`config.mk`:
```
export PLATFORM = sky130hd
export DESIGN_NAME = dct_idct_link_flat
export DESIGN_NICKNAME = d
export VERILOG_FILES = /design/src/rtl/dct_idct_link_if.sv /design/src/rtl/dct_idct_link.sv /design/src/flat_wrapper.sv
export SDC_FILE = /design/constraint.sdc
export NUM_CORES = 2
export LEC_CHECK = 0
export ABC_AREA = 0
export CAP_MARGIN = 30
export CORE_MARGIN = 3
export CORE_UTILIZATION = 65
export CTS_BUF_LIST = sky130_fd_sc_hd__clkbuf_2 sky130_fd_sc_hd__clkbuf_4 sky130_fd_sc_hd__clkbuf_8
export CTS_CLUSTER_DIAMETER = 120
export DETAILED_ROUTE_END_ITERATION = 8
export PLACE_DENSITY = 0.82
export SYNTH_ARGS = -nofsm -noshare
export SYNTH_HDL_FRONTEND = slang
export SYNTH_SLANG_ARGS = --single-unit
```
`constraint.sdc`:
```
create_clock -name clk -period 5.14 [get_ports clk]
set_clock_uncertainty 0.05 [all_clocks]
set_input_delay 0.771 -clock clk [delete_from_list [all_inputs] [get_ports clk]]
set_output_delay 0.771 -clock clk [all_outputs]
set_load 0.005 [all_outputs]
```
`src/rtl/dct_idct_link_if.sv`:
```
// dct_idct_link_if
// Bundles the stream signals between the forward DCT, the inter-stage link
// and the IDCT.
//   in_valid  : DCT output strobe, one coefficient per cycle while high
//   din       : DCT coefficient (IN_W bits, two's complement)
//   out_ready : IDCT accepts the presented word this cycle
//   out_valid : dout holds a valid word (also used as IDCT start)
//   dout      : rescaled coefficient (OUT_W bits, two's complement)
//   out_last  : high together with the last word of a block
//   rapx      : IDCT approximation-mode select
//   ovf       : sticky flag, at least one block was dropped
// master drives the DCT side and the IDCT ready; slave is the link itself.
interface dct_idct_link_if #(
    parameter int IN_W  = 32,
    parameter int OUT_W = 32
);
    logic             in_valid;
    logic [IN_W-1:0]  din;
    logic             out_ready;
    logic             out_valid;
    logic [OUT_W-1:0] dout;
    logic             out_last;
    logic             rapx;
    logic             ovf;

    modport master (
        output in_valid, din, out_ready,
        input  out_valid, dout, out_last, rapx, ovf
    );

    modport slave (
        input  in_valid, din, out_ready,
        output out_valid, dout, out_last, rapx, ovf
    );
endinterface

```
`src/rtl/dct_idct_link.sv`:
```
// dct_idct_link
// Link between the forward DCT output stream and the IDCT input. Each incoming
// coefficient is rescaled (arithmetic right shift by SHIFT) and written into a
// two-bank ping-pong buffer of BLK words per bank. Completed banks are drained
// toward the IDCT through a registered ready/valid port. A free-running,
// saturating cycle counter produces the IDCT approximation-mode select rapx,
// which is high while APX_LO <= count < APX_HI.
// Ports:
//   clk   : clock
//   reset : synchronous active-high reset
//   bus   : dct_idct_link_if.slave (in_valid, din, out_ready, out_valid,
//           dout, out_last, rapx, ovf)
// Build option:
//   DCT_IDCT_LINK_ROUND_EN : round-half-up before the shift and saturate the
//   result to the OUT_W signed range. Undefined gives plain truncation.
module dct_idct_link #(
    parameter int IN_W   = 32,
    parameter int OUT_W  = 32,
    parameter int SHIFT  = 20,
    parameter int BLK    = 64,
    parameter int CNT_W  = 32,
    parameter int APX_LO = 500000,
    parameter int APX_HI = 1000000
) (
    input logic           clk,
    input logic           reset,
    dct_idct_link_if.slave bus
);
    localparam int            PW        = (BLK > 1) ? $clog2(BLK) : 1;
    localparam logic [PW-1:0] LAST_ADDR = PW'(BLK - 1);

    typedef enum logic       {W_FILL, W_DROP} wr_state_t;
    typedef enum logic [1:0] {R_IDLE, R_PRIME, R_STREAM} rd_state_t;

    wr_state_t        wr_state;
    rd_state_t        rd_state;
    logic [PW-1:0]    wr_ptr;
    logic [PW-1:0]    rd_ptr;
    logic [PW-1:0]    rd_ptr_next;
    logic [PW-1:0]    drop_cnt;
    logic             wr_bank;
    logic             rd_bank;
    logic [1:0]       bank_full;
    logic [CNT_W-1:0] cycle_cnt;
    logic [OUT_W-1:0] mem [2*BLK];
    logic [OUT_W-1:0] val;
    logic             rd_last_accept;
    logic             wr_free;
    logic             wr_en;
    logic             wr_done;

`ifdef DCT_IDCT_LINK_ROUND_EN
    // One extra bit keeps din + half from wrapping near the positive limit.
    localparam int WW = (OUT_W > IN_W) ? OUT_W + 1 : IN_W + 1;
    localparam logic signed [IN_W:0] HALF    = (IN_W + 1)'(1) <<< (SHIFT - 1);
    localparam logic signed [WW-1:0] OUT_MAX = (WW'(1) <<< (OUT_W - 1)) - WW'(1);
    localparam logic signed [WW-1:0] OUT_MIN = ~OUT_MAX;

    logic signed [IN_W:0]  din_ext;
    logic signed [IN_W:0]  rounded;
    logic signed [WW-1:0]  wide;

    assign din_ext = $signed({bus.din[IN_W-1], bus.din});
    assign rounded = (din_ext + HALF) >>> SHIFT;
    assign wide    = WW'(rounded);

    always_comb begin
        val = OUT_W'(wide);
        if (wide > OUT_MAX) begin
            val = OUT_W'(OUT_MAX);
        end else if (wide < OUT_MIN) begin
            val = OUT_W'(OUT_MIN);
        end
    end
`else
    logic signed [IN_W-1:0] shifted;

    assign shifted = $signed(bus.din) >>> SHIFT;
    assign val     = OUT_W'(shifted);
`endif

    // A bank being released by the final accepted word may be refilled in
    // the same cycle, so a back-to-back block is not dropped.
    assign rd_last_accept = (rd_state == R_STREAM) && bus.out_valid &&
                            bus.out_ready && (rd_ptr == LAST_ADDR);
    assign wr_free        = !bank_full[wr_bank] ||
                            (rd_last_accept && (rd_bank == wr_bank));
    assign wr_en          = (wr_state == W_FILL) && bus.in_valid && wr_free;
    assign wr_done        = wr_en && (wr_ptr == LAST_ADDR);
    assign rd_ptr_next    = rd_ptr + 1'b1;

    always_ff @(posedge clk) begin
        if (wr_en) begin
            mem[{wr_bank, wr_ptr}] <= val;
        end
    end

    // Write side. A bank can only be full while the write pointer sits at 0,
    // so a refused word always starts a whole-block drop.
    always_ff @(posedge clk) begin
        if (reset) begin
            wr_state <= W_FILL;
            wr_ptr   <= '0;
            wr_bank  <= 1'b0;
            drop_cnt <= '0;
            bus.ovf  <= 1'b0;
        end else begin
            case (wr_state)
                W_FILL: begin
                    if (bus.in_valid) begin
                        if (wr_en) begin
                            wr_ptr <= wr_ptr + 1'b1;
                            if (wr_done) begin
                                wr_bank <= ~wr_bank;
                            end
                        end else begin
                            wr_state <= W_DROP;
                            drop_cnt <= PW'(1);
                            bus.ovf  <= 1'b1;
                        end
                    end
                end
                W_DROP: begin
                    if (bus.in_valid) begin
                        if (drop_cnt == LAST_ADDR) begin
                            wr_state <= W_FILL;
                            drop_cnt <= '0;
                        end else begin
                            drop_cnt <= drop_cnt + 1'b1;
                        end
                    end
                end
                default: wr_state <= W_FILL;
            endcase
        end
    end

    // Bank ownership: the writer marks a bank full, the reader releases it.
    always_ff @(posedge clk) begin
        if (reset) begin
            bank_full <= '0;
        end else begin
            if (rd_last_accept) begin
                bank_full[rd_bank] <= 1'b0;
            end
            if (wr_done) begin
                bank_full[wr_bank] <= 1'b1;
            end
        end
    end

    // Read side. dout is a show-ahead register loaded straight from the
    // buffer, so the next word follows an accepted one with no bubble.
    always_ff @(posedge clk) begin
        if (reset) begin
            rd_state      <= R_IDLE;
            rd_ptr        <= '0;
            rd_bank       <= 1'b0;
            bus.out_valid <= 1'b0;
            bus.out_last  <= 1'b0;
            bus.dout      <= '0;
        end else begin
            case (rd_state)
                R_IDLE: begin
                    if (bank_full[rd_bank]) begin
                        rd_state <= R_PRIME;
                    end
                end
                R_PRIME: begin
                    rd_state      <= R_STREAM;
                    rd_ptr        <= '0;
                    bus.dout      <= mem[{rd_bank, PW'(0)}];
                    bus.out_valid <= 1'b1;
                    bus.out_last  <= (BLK == 1);
                end
                R_STREAM: begin
                    if (bus.out_ready) begin
                        if (rd_ptr == LAST_ADDR) begin
                            rd_bank       <= ~rd_bank;
                            rd_ptr        <= '0;
                            bus.out_valid <= 1'b0;
                            bus.out_last  <= 1'b0;
                            rd_state      <= bank_full[~rd_bank] ? R_PRIME : R_IDLE;
                        end else begin
                            rd_ptr       <= rd_ptr_next;
                            bus.dout     <= mem[{rd_bank, rd_ptr_next}];
                            bus.out_last <= (rd_ptr_next == LAST_ADDR);
                        end
                    end
                end
                default: rd_state <= R_IDLE;
            endcase
        end
    end

    // Saturating cycle counter and registered approximation-mode window.
    always_ff @(posedge clk) begin
        if (reset) begin
            cycle_cnt <= '0;
            bus.rapx  <= 1'b0;
        end else begin
            if (cycle_cnt != '1) begin
                cycle_cnt <= cycle_cnt + 1'b1;
            end
            bus.rapx <= (cycle_cnt >= CNT_W'(APX_LO)) && (cycle_cnt < CNT_W'(APX_HI));
        end
    end
endmodule

```
`src/flat_wrapper.sv`:
```
// flat-port wrapper written by rule: the top's interface ports become plain ports
module dct_idct_link_flat 
#(
    parameter int IN_W   = 32,
    parameter int OUT_W  = 32,
    parameter int SHIFT  = 20,
    parameter int BLK    = 64,
    parameter int CNT_W  = 32,
    parameter int APX_LO = 500000,
    parameter int APX_HI = 1000000
)
  (clk, reset, bus_in_valid, bus_din, bus_out_ready, bus_out_valid, bus_dout, bus_out_last, bus_rapx, bus_ovf);
  dct_idct_link_if #(.IN_W(IN_W), .OUT_W(OUT_W)) bus_i ();
  input logic clk;
  input logic reset;
  input wire logic [$bits(bus_i.in_valid)-1:0] bus_in_valid;
  input wire logic [$bits(bus_i.din)-1:0] bus_din;
  input wire logic [$bits(bus_i.out_ready)-1:0] bus_out_ready;
  output wire logic [$bits(bus_i.out_valid)-1:0] bus_out_valid;
  output wire logic [$bits(bus_i.dout)-1:0] bus_dout;
  output wire logic [$bits(bus_i.out_last)-1:0] bus_out_last;
  output wire logic [$bits(bus_i.rapx)-1:0] bus_rapx;
  output wire logic [$bits(bus_i.ovf)-1:0] bus_ovf;
  assign bus_i.in_valid = bus_in_valid;
  assign bus_i.din = bus_din;
  assign bus_i.out_ready = bus_out_ready;
  assign bus_out_valid = bus_i.out_valid;
  assign bus_dout = bus_i.dout;
  assign bus_out_last = bus_i.out_last;
  assign bus_rapx = bus_i.rapx;
  assign bus_ovf = bus_i.ovf;
  dct_idct_link #(.IN_W(IN_W), .OUT_W(OUT_W), .SHIFT(SHIFT), .BLK(BLK), .CNT_W(CNT_W), .APX_LO(APX_LO), .APX_HI(APX_HI)) u_core (.clk(clk), .reset(reset), .bus(bus_i));
endmodule
```
### After elaboration in Yosys (flattened, before gate mapping)

Memories as Yosys holds them, arrays and structs flattened. A register that Yosys moved wholly into a read port is not among the register bits.
Index checks and enable logic that the tools add are counted.

| word-level totals | value |
|---|---|
| output and inout bits | 36 |
| logic and storage cells | 115 |
| register bits | 93 |
| memories | 1 |
| memory bits (writable) | 4096 |
| bits of input ports | 36 |

Memory list:

| memory | words | width | read ports | clocked after memory_dff | write ports | RTL line | RTL |
|---|---|---|---|---|---|---|---|
| u_core.mem | 128 | 32 | 2 | 1 | 1 | dct_idct_link.sv:45 | `logic [OUT_W-1:0] mem [2*BLK];` |

| operators by class | value |
|---|---|
| add/sub/neg operators | 4 |
| $lt $le $gt $ge | 7 |
| reduce and logical (&&, ||, !) cells | 23 |
| bitwise gates (word level) | 7 |
| multiplexer cells | 44 |
| eq/ne operators | 15 |

Operators by type and width:

| operator | number |
|---|---|
| $mux W32 | 2 |
| $pmux W32 S2 | 1 |
| $mux W6 | 6 |
| $add A32 B1 Y32 const B | 1 |
| $ge A32 B19 Y1 const B | 1 |
| $lt A32 B20 Y1 const B | 1 |
| $ne A32 B32 Y1 const B | 1 |
| $eq A6 B6 Y1 const B | 4 |
| $pmux W6 S2 | 2 |
| $reduce_and A3 Y1 | 7 |
| $mux W1 | 19 |
| $add A6 B1 Y6 const B | 3 |
| $mux W7 | 2 |
| $mux W2 | 6 |
| $ne A2 B2 Y1 const B | 6 |
| $logic_and A1 B1 Y1 | 10 |
| $lt A1 B2 Y1 const B | 3 |
| $pmux W1 S2 | 3 |
| $pmux W2 S3 | 1 |
| $not A1 Y1 | 4 |
| $reduce_and A4 Y1 | 1 |
| $and A2 B2 Y2 | 1 |
| $demux W1 S1 | 2 |
| $eq A2 B1 Y1 const B | 1 |
| 11 further kinds | 12 |

### Depth between registers and ports, before layout

| logic depth | value |
|---|---|
| depth in word-level cells | 10 |
| gate-level depth with buffers | 19 |
| gate-level depth less buffers | 8 |

### Worst setup path after synthesis

Ideal clock, no wire load.

| path | value |
|---|---|
| path kind | reg-to-reg |
| start | reg u_core.rd_ptr[0] |
| end | reg u_core.bus.dout[9] |
| slack | 1.357 ns |
| data required time | 4.929 ns |
| cell stages (with the launch flop) | 19 |
| clock period less this slack | 3.783 ns |
| library setup time | 0.161 ns |
| arrival | 3.571 ns |
| buffers on the path | 11 |
| path through | dfxtp_1 -> buf_4 -> buf_6 -> buf_6 -> buf_6 -> buf_4 -> buf_4 -> inv_1 -> ha_1 -> buf_2 -> buf_4 -> buf_2 -> clkbuf_1 -> buf_2 -> mux4_2 -> mux2i_1 -> o22ai_1 -> nor4_1 -> a211oi_1 |

| between the ends | value |
|---|---|
| cells in the longest elaborated chain, start to end | 5 |
| elaborated cells on any way between the ends | 8 |
| classes of those cells | 1 x add/sub; 2 x eq/ne; 3 x mux; 1 x reduce/logical; 1 x memory |

Ends and longest elaborated chain:

| item | RTL line | RTL |
|---|---|---|
| from (decl) | dct_idct_link.sv:38 | `logic [PW-1:0] rd_ptr;` |
| from (signal assigned) | dct_idct_link.sv:185 | `rd_ptr <= rd_ptr_next;` |
| $add A6 B1 Y6 | dct_idct_link.sv:90 | `assign rd_ptr_next = rd_ptr + 1'b1;` |
| $mem_v2 Z128 W32 | n/a |  |
| $mux W32 | dct_idct_link.sv:178 | `if (rd_ptr == LAST_ADDR) begin` |
| $mux W32 | dct_idct_link.sv:177 | `if (bus.out_ready) begin` |
| $pmux W32 S2 | dct_idct_link.sv:163 | `case (rd_state)` |
| to (signal assigned) | dct_idct_link.sv:172 | `bus.dout <= mem[{rd_bank, PW'(0)}];` |
| to (signal assigned) | dct_idct_link.sv:186 | `bus.dout <= mem[{rd_bank, rd_ptr_next}];` |
| to (decl) | dct_idct_link_if.sv:33 | `output out_valid, dout, out_last, rapx, ovf` |

Parallel ways exist; a longest one is shown, timed or not. The select of a mux whose other input is x is not followed.
A chain may end at the register's enable or synchronous reset.

### Final worst setup path

| path | value |
|---|---|
| start | reg u_core.rd_ptr[0] |
| end | reg u_core.bus.dout[30] |

Same word-level chain as after synthesis.

==> results.md <==
- The flow ran to the end, and the final reports show no timing, DRC or antenna violations.
- The residual antenna-violating net count after detailed routing is 0.
- The final estimated routing congestion in global placement is 0.961.
- The worst vdd rail ir drop is 0.229 mV.
- The analysis attributes to cell leakage a power of 0.0226 uW.
- The clock transition at the registers of the reported paths is 0.07 ns.
- The tree built by TritonCTS fans out to 1,610 sinks.
- Synthesis produced a netlist whose cell count is 3,243.
- Counting flops and latches in the post-synthesis netlist gives 1,610.
- The number of global-route vias before repair is 34,900.
- Before antenna repair, the detailed router went through 8 iterations.
- After detailed routing, the average wire length per cell comes to 30.8 um.
- After detailed routing, the number of remaining DRC violations is 0.
- Global routing used 30.7% of the available tracks.
- The worst pin sits at a relative slew slack of 28.2%.
- The first-iteration detailed-routing DRC count is 5,091.
- Measured along the x axis, the die boundary spans 320 um.
- The count of max-cap constraint violations is 0.
- The global-route wire length before repair is 228,000 um.
- The path class of the lowest-slack min-delay path is in -> reg.
- TritonCTS built the clock tree.
- The clock period minus worst slack is 4.54 ns.
- Synthesis produced a netlist with a net count of 3,284.
- During synthesis, Yosys emitted a total of 0 warnings.
- The commonest non-fill, non-tap cell in the layout is sky130_fd_sc_hd__edfxtp_1.
- The initial standard-cell utilization of the core is 65.9%.
- The most used flip-flop cell after synthesis is sky130_fd_sc_hd__edfxtp_1.
- The number of setup violations in the final report is 0.
- STA classifies the critical path endpoint as a flip-flop.
- The power after layout is 24,700 uW.
- The synthesized design devotes to its leading area cell type 72.1% of total area.
- The largest area contributor in the netlist is sky130_fd_sc_hd__edfxtp_1.
- The critical path is of the reg -> reg type.
- The critical path startpoint category is a flip-flop.
- The count of pins over their slew limit is 0.
- The transition time of the tightest slew-check pin is 1.07 ns.
- The fraction of layout cells with a size suffix above 1 is 28.5%.
- Counting flops with an async set or reset pin after synthesis yields a share of 0%.
- Dividing the detail-routed via count by the number of cells gives 6.88.
- The number of enable flip-flop cells after synthesis is 1,536.
- In this run, post-CTS hold repair placed 0 buffers.
- The number of gates resized after CTS was 0.
- The number of library cell types mapped by synthesis is 72.
- The routed design has 154,000 um of wire.
- The fmax is 0.220 GHz.
- The number of nets in the layout is 3,581.
- The arrival time at the worst endpoint is 5.23 ns.
- The number of buffers added by the clock tree synthesis step is 235.
- The post-synthesis instance area is 64,000 um^2.
- The vertical extent of the die is 320 um.
- Sorting the synthesized cells by area gives the leading types as sky130_fd_sc_hd__edfxtp_1 (72%), sky130_fd_sc_hd__mux4_2 (14%), sky130_fd_sc_hd__dfxtp_1 (2.3%).
- The area of the core is 97,100 um^2.
- The total count of hold-check failures in the final report was 0.
- In this run the post-CTS setup repair buffer count came out at 0.
- The H-tree depth reported by CTS is 4.
- For the worst setup path, the data required time is 5.83 ns.
- The clock reaches the later pin of the worst-skew pair after 0.93 ns.
- In the layout the commonest cells are sky130_fd_sc_hd__edfxtp_1 (1,536), sky130_fd_sc_hd__mux4_2 (395), sky130_fd_sc_hd__clkbuf_8 (245).
- Detailed placement finished with a half-perimeter wire length of 93,800 um.
- The post-synthesis area per instance is 19.7 um^2.
- Entering global routing, the biggest net connects 106 pins.
- The setup TNS is 0 ns.
- The number of antenna violations at the first check in global routing came to 8.
- The number of vias after detailed routing is 34,400.
- The count of buffers from port buffering is 51.
- From synthesis to final layout, the design area changed by 11.6%.
- The die covers 102,000 um^2.
- The share of the cycle needed by the critical path after routing is 88.3%.
- For this run, the register share of the synthesized area comes to 74.4%.
- Of all nets on the critical path, the largest fanout is 67.
- The maximum clock insertion buffer count is 3.
- The total I/O pin count is 72.
- In this run the core area contains 114 standard-cell rows.
- Setup repair after global routing left no endpoint under its margin.
- Power spread over the standard cell area amounts to 345 nW/um^2.
- The cell sitting at the root of the clock tree is a sky130_fd_sc_hd__clkbuf_8.
- The overall overflow remaining after global route is 0.
registers in the layout (all words and copies together) (netlist names), 2 cells and up, named ones only:
| name | flops |
|---|---|
| u_core.bank_full | 2 |
| u_core.wr_ptr | 6 |
| u_core.mem | 1536 |
| u_core.rd_ptr | 6 |
| u_core.cycle_cnt | 32 |
| u_core.bus.dout | 12 |
| u_core.drop_cnt | 6 |
| u_core.rd_state | 2 |
cells by family after synthesis:
kind of cell               synth area share [%]
DFF                                        74.4
and+or+nand+nor                            4.84
muxes                                      15.1
AOI/OAI and AO/OA                          3.07
buffers and inverters                      1.93
xor gates and xnor gates                  0.561
adders and majority gates                0.0978
Yosys cell counts (8+ instances only):
library cell                   n
sky130_fd_sc_hd__o31ai_1       8
sky130_fd_sc_hd__xnor2_1      28
sky130_fd_sc_hd__a22oi_1       9
sky130_fd_sc_hd__and4b_1      16
sky130_fd_sc_hd__o21ai_0       9
sky130_fd_sc_hd__nand2_1     180
sky130_fd_sc_hd__and2_1       73
sky130_fd_sc_hd__edfxtp_1   1536
sky130_fd_sc_hd__buf_4        50
sky130_fd_sc_hd__mux2_2       39
sky130_fd_sc_hd__a221oi_1     38
sky130_fd_sc_hd__buf_2        53
sky130_fd_sc_hd__a2111oi_0    18
sky130_fd_sc_hd__inv_1        10
sky130_fd_sc_hd__o41ai_1      28
sky130_fd_sc_hd__nor2_1      210
sky130_fd_sc_hd__mux2i_1      27
sky130_fd_sc_hd__xor2_1        8
sky130_fd_sc_hd__nor3_1       11
sky130_fd_sc_hd__nand3_1      38
sky130_fd_sc_hd__a31oi_1      14
sky130_fd_sc_hd__nor2b_1       9
sky130_fd_sc_hd__clkbuf_1     74
sky130_fd_sc_hd__buf_1        13
sky130_fd_sc_hd__buf_6        19
sky130_fd_sc_hd__nor4_1       17
sky130_fd_sc_hd__mux4_2      395
sky130_fd_sc_hd__a211oi_1     34
sky130_fd_sc_hd__dfxtp_1      74
sky130_fd_sc_hd__a21oi_1      79
sky130_fd_sc_hd__nand4_1       9
path summary, 6_finish.rpt:
| kind | startpoint | end | slack, ns | depth (start not counted) |
|---|---|---|---|---|
| worst max-delay path | u_core.rd_ptr[0] | u_core.bus.dout[30] | 0.60 | 10 |
| worst min register to register | u_core.bank_full[0] | u_core.bank_full[0] | 0.43 | 2 |
| worst min-delay path | bus_din[27] | u_core.mem[70][7] | 0.17 | 1 |
| worst max register to register | u_core.rd_ptr[0] | u_core.bus.dout[30] | 0.60 | 10 |
critical path, stage by stage, from the launching register on:
cell and delay (ns):
sky130_fd_sc_hd__dfxtp_4 0.36, sky130_fd_sc_hd__buf_4 0.39, sky130_fd_sc_hd__inv_1 0.14, sky130_fd_sc_hd__ha_4 0.92, sky130_fd_sc_hd__buf_12 0.44, sky130_fd_sc_hd__mux4_2 0.26, sky130_fd_sc_hd__and2_1 0.14, sky130_fd_sc_hd__a221oi_1 0.09
sky130_fd_sc_hd__o41ai_1 0.89, sky130_fd_sc_hd__a21oi_1 0.26, sky130_fd_sc_hd__nor4_1 0.38
power breakdown:
| part | leakage (uW) | switching (uW) | internal, uW | total [uW] |
|---|---|---|---|---|
| Clock | 0.00243 | 4710 | 5210 | 9930 |
| Sequential | 0.0144 | 15.4 | 14400 | 14400 |
| Combinational | 0.00579 | 292 | 48.5 | 341 |
final cells by class:
class	count	area, um^2
well taps	1276	1600
flip-flops and latches	1610	47600
clock buffers	335	4050
fillers	5223	25700
inverters	11	41.3
clock inverters	82	523
multi-input cells	1412	15200
repair buffers	270	2390
diodes	3	7.51
metal layers:
metal  up-vias  track usage (%)  part of all wire, %
li1      13900                -                    -
met1     17500             41.1                   35
met2      2588             48.5                   49
met3       428             8.56                   12
met4         8             13.1                  4.4
met5         -                0                0.035
per-stage QoR:
stage / setup slack, ns / cell area, um^2 / hold slack (ns) / util, % / cells
2_1_floorplan: 1.36 / 64000 / 0.395 / - / 3243
3_3_place_gp: 0.755 / 66600 / 0.413 / 68.5 / 4563
3_5_place_dp: 0.664 / 66600 / 0.414 / 68.6 / 4569
4_1_cts: 0.676 / 71200 / 0.331 / 73.3 / 4986
5_1_grt: 0.449 / 71400 / 0.153 / 73.5 / 4999
6_report: 0.600 / 71400 / 0.173 / 73.5 / 4999
Note: power is estimated with default switching activity, not from simulation.
==> RTL change: new RTL, config.mk and constraints unchanged <==
Build with the macro `DCT_IDCT_LINK_ROUND_EN` defined.
--- a/src/rtl/dct_idct_link.sv
+++ b/src/rtl/dct_idct_link.sv
@@ -14,4 +14,6 @@
 //   DCT_IDCT_LINK_ROUND_EN : round-half-up before the shift and saturate the
 //   result to the OUT_W signed range. Undefined gives plain truncation.
+`define DCT_IDCT_LINK_ROUND_EN
+
 module dct_idct_link #(
     parameter int IN_W   = 32,
Check against the original RTL: not settled (the Yosys comparison gave no result); the edit may change what the design does.
==> RTL change against the original RTL <==
Sequential cell count is 258 higher; highest routed layer unchanged; design area grew 16%; largest power group unchanged; final cell count grew 14%; maximum frequency grew 8.7%; synthesized area rose by 15%; sequential power grew 17%; wire length is 17% higher; setup slack gained 0.36 ns; total power grew 19%; largest cell class unchanged; combinational power grew 45%; clock power increased by 21%.
==> RTL change: results (changes against the original RTL) <==
leading registers by flop count=u_core.mem: 1792 flops, u_core.cycle_cnt: 32 flops, u_core.bus.dout: 14 flops (was u_core.mem: 1536 flops, u_core.cycle_cnt: 32 flops, u_core.bus.dout: 12 flops); worst hold margin=0.423 ns (was 0.173 ns); Critical path origin=u_core.rd_ptr[1] (was u_core.rd_ptr[0]); Placer Congestion=0.990 (was 0.961); FILL cells=5722 (was 5223); Post-synth top cells=1792 x edfxtp_1, 465 x mux4_2, 242 x nand2_1, 221 x nor2_1, 104 x nand3_1 (was 1536 x edfxtp_1, 395 x mux4_2, 210 x nor2_1, 180 x nand2_1, 79 x a21oi_1); PortBufs=52 (was 51); global-route wire length before repair=263 mm (was 228 mm); top cells by area, synth=edfxtp_1 73%, mux4_2 14%, dfxtp_1 2.1% (was edfxtp_1 72%, mux4_2 14%, dfxtp_1 2.3%); Placed Area=0.0770 sq mm (was 0.0666 sq mm); Hold Path Stages=4 (was 1); initial DRC count=5888 (was 5091); vias in the first global route=39500 (was 34900); clk_lat worst skew=1.00 ns (was 0.93 ns); status=complete, no violations (unchanged); multi-input logic area=0.0173 sq mm (was 0.0152 sq mm); crit path max fanout=10 (was 67); Worst VDD drop=0.000345 V (was 0.000229 V); CTS H-tree depth=5 (was 4); Synth cell types=88 (was 72); Lkg Pwr=26.2 nW (was 22.6 nW); Reg2Reg Setup Slack=0.96 ns (was 0.60 ns); Post-synth EDFFs=1792 (was 1536); Die X-Extent=343 um (was 320 um); all-layer global routing usage=31.2% (was 30.7%); proportion of layout cells with a drive suffix above 1=28.1% (was 28.5%); largest net degree at the start of global routing=129 (was 106); clock buffer count from CTS=301 (was 235); syn nets=3686 (was 3284); DR WL/cell=31.5 um (was 30.8 um); clk buf depth=4 (was 3)
## RTL change: stage by stage
stage,setup slack [ns],cells
CTS,1.08,5702
global route,0.821,5709
finish,0.964,5712
floorplan,0.894,3644
global placement,0.712,5192
detailed placement,0.723,5195
## RTL change: cell families (layout without fill, tap and decap cells)
logic type / Yosys count / count (layout) / synth area share (%)
flops: 1868 / 1868 / 75.0
simple gates: 703 / 703 / 4.31
mux: 568 / 568 / 15.8
buf+inv: 232 / 805 / 1.94
compound gates: 216 / 216 / 2.14
xor+xnor: 51 / 51 / 0.682
fa+ha+maj: 6 / 6 / 0.102
other cells: 0 / 7 / 0
## RTL change: power by group through the flow
stage	sequential [mW]	combinational (mW)	clock, mW
floorplan	17.1	0.215	0
global placement	17.1	0.448	0
detailed placement	17.1	0.482	0
CTS	16.8	0.481	12.1
global route	16.8	0.524	12.8
finish	16.8	0.493	12.0
## RTL change: worst max-delay path, cell delays in order, from the launching register on
cell and delay, ns:
dfxtp_1 0.48, ha_1 0.54, nand2_1 0.22, nor4_4 0.34, a311o_1 0.24, and3_1 0.16, buf_4 0.17, and2b_2 0.21
nand2_1 0.49, nor2_1 0.64, buf_4 0.30
## RTL change: per-layer routing
metal / vias to the layer above / routed length, um / global-route usage, %
met2: 2897 / 86100 / 47.4
met4: 10 / 8610 / 14.5
met5: - / 91 / 0.286
li1: 15800 / - / -
met1: 20100 / 63300 / 43.2
met3: 516 / 21900 / 8.51
## RTL change: layout make-up
| class | instances | share of cell area [%] |
|---|---|---|
| well taps | 1488 | 2.25 |
| diodes | 7 | 0.0212 |
| clock inverters | 128 | 0.917 |
| multi-input cells | 1544 | 20.9 |
| repair buffers | 284 | 3.15 |
| clock buffers | 379 | 5.74 |
| flip-flops and latches | 1868 | 67.0 |
| inverters | 14 | 0.0636 |
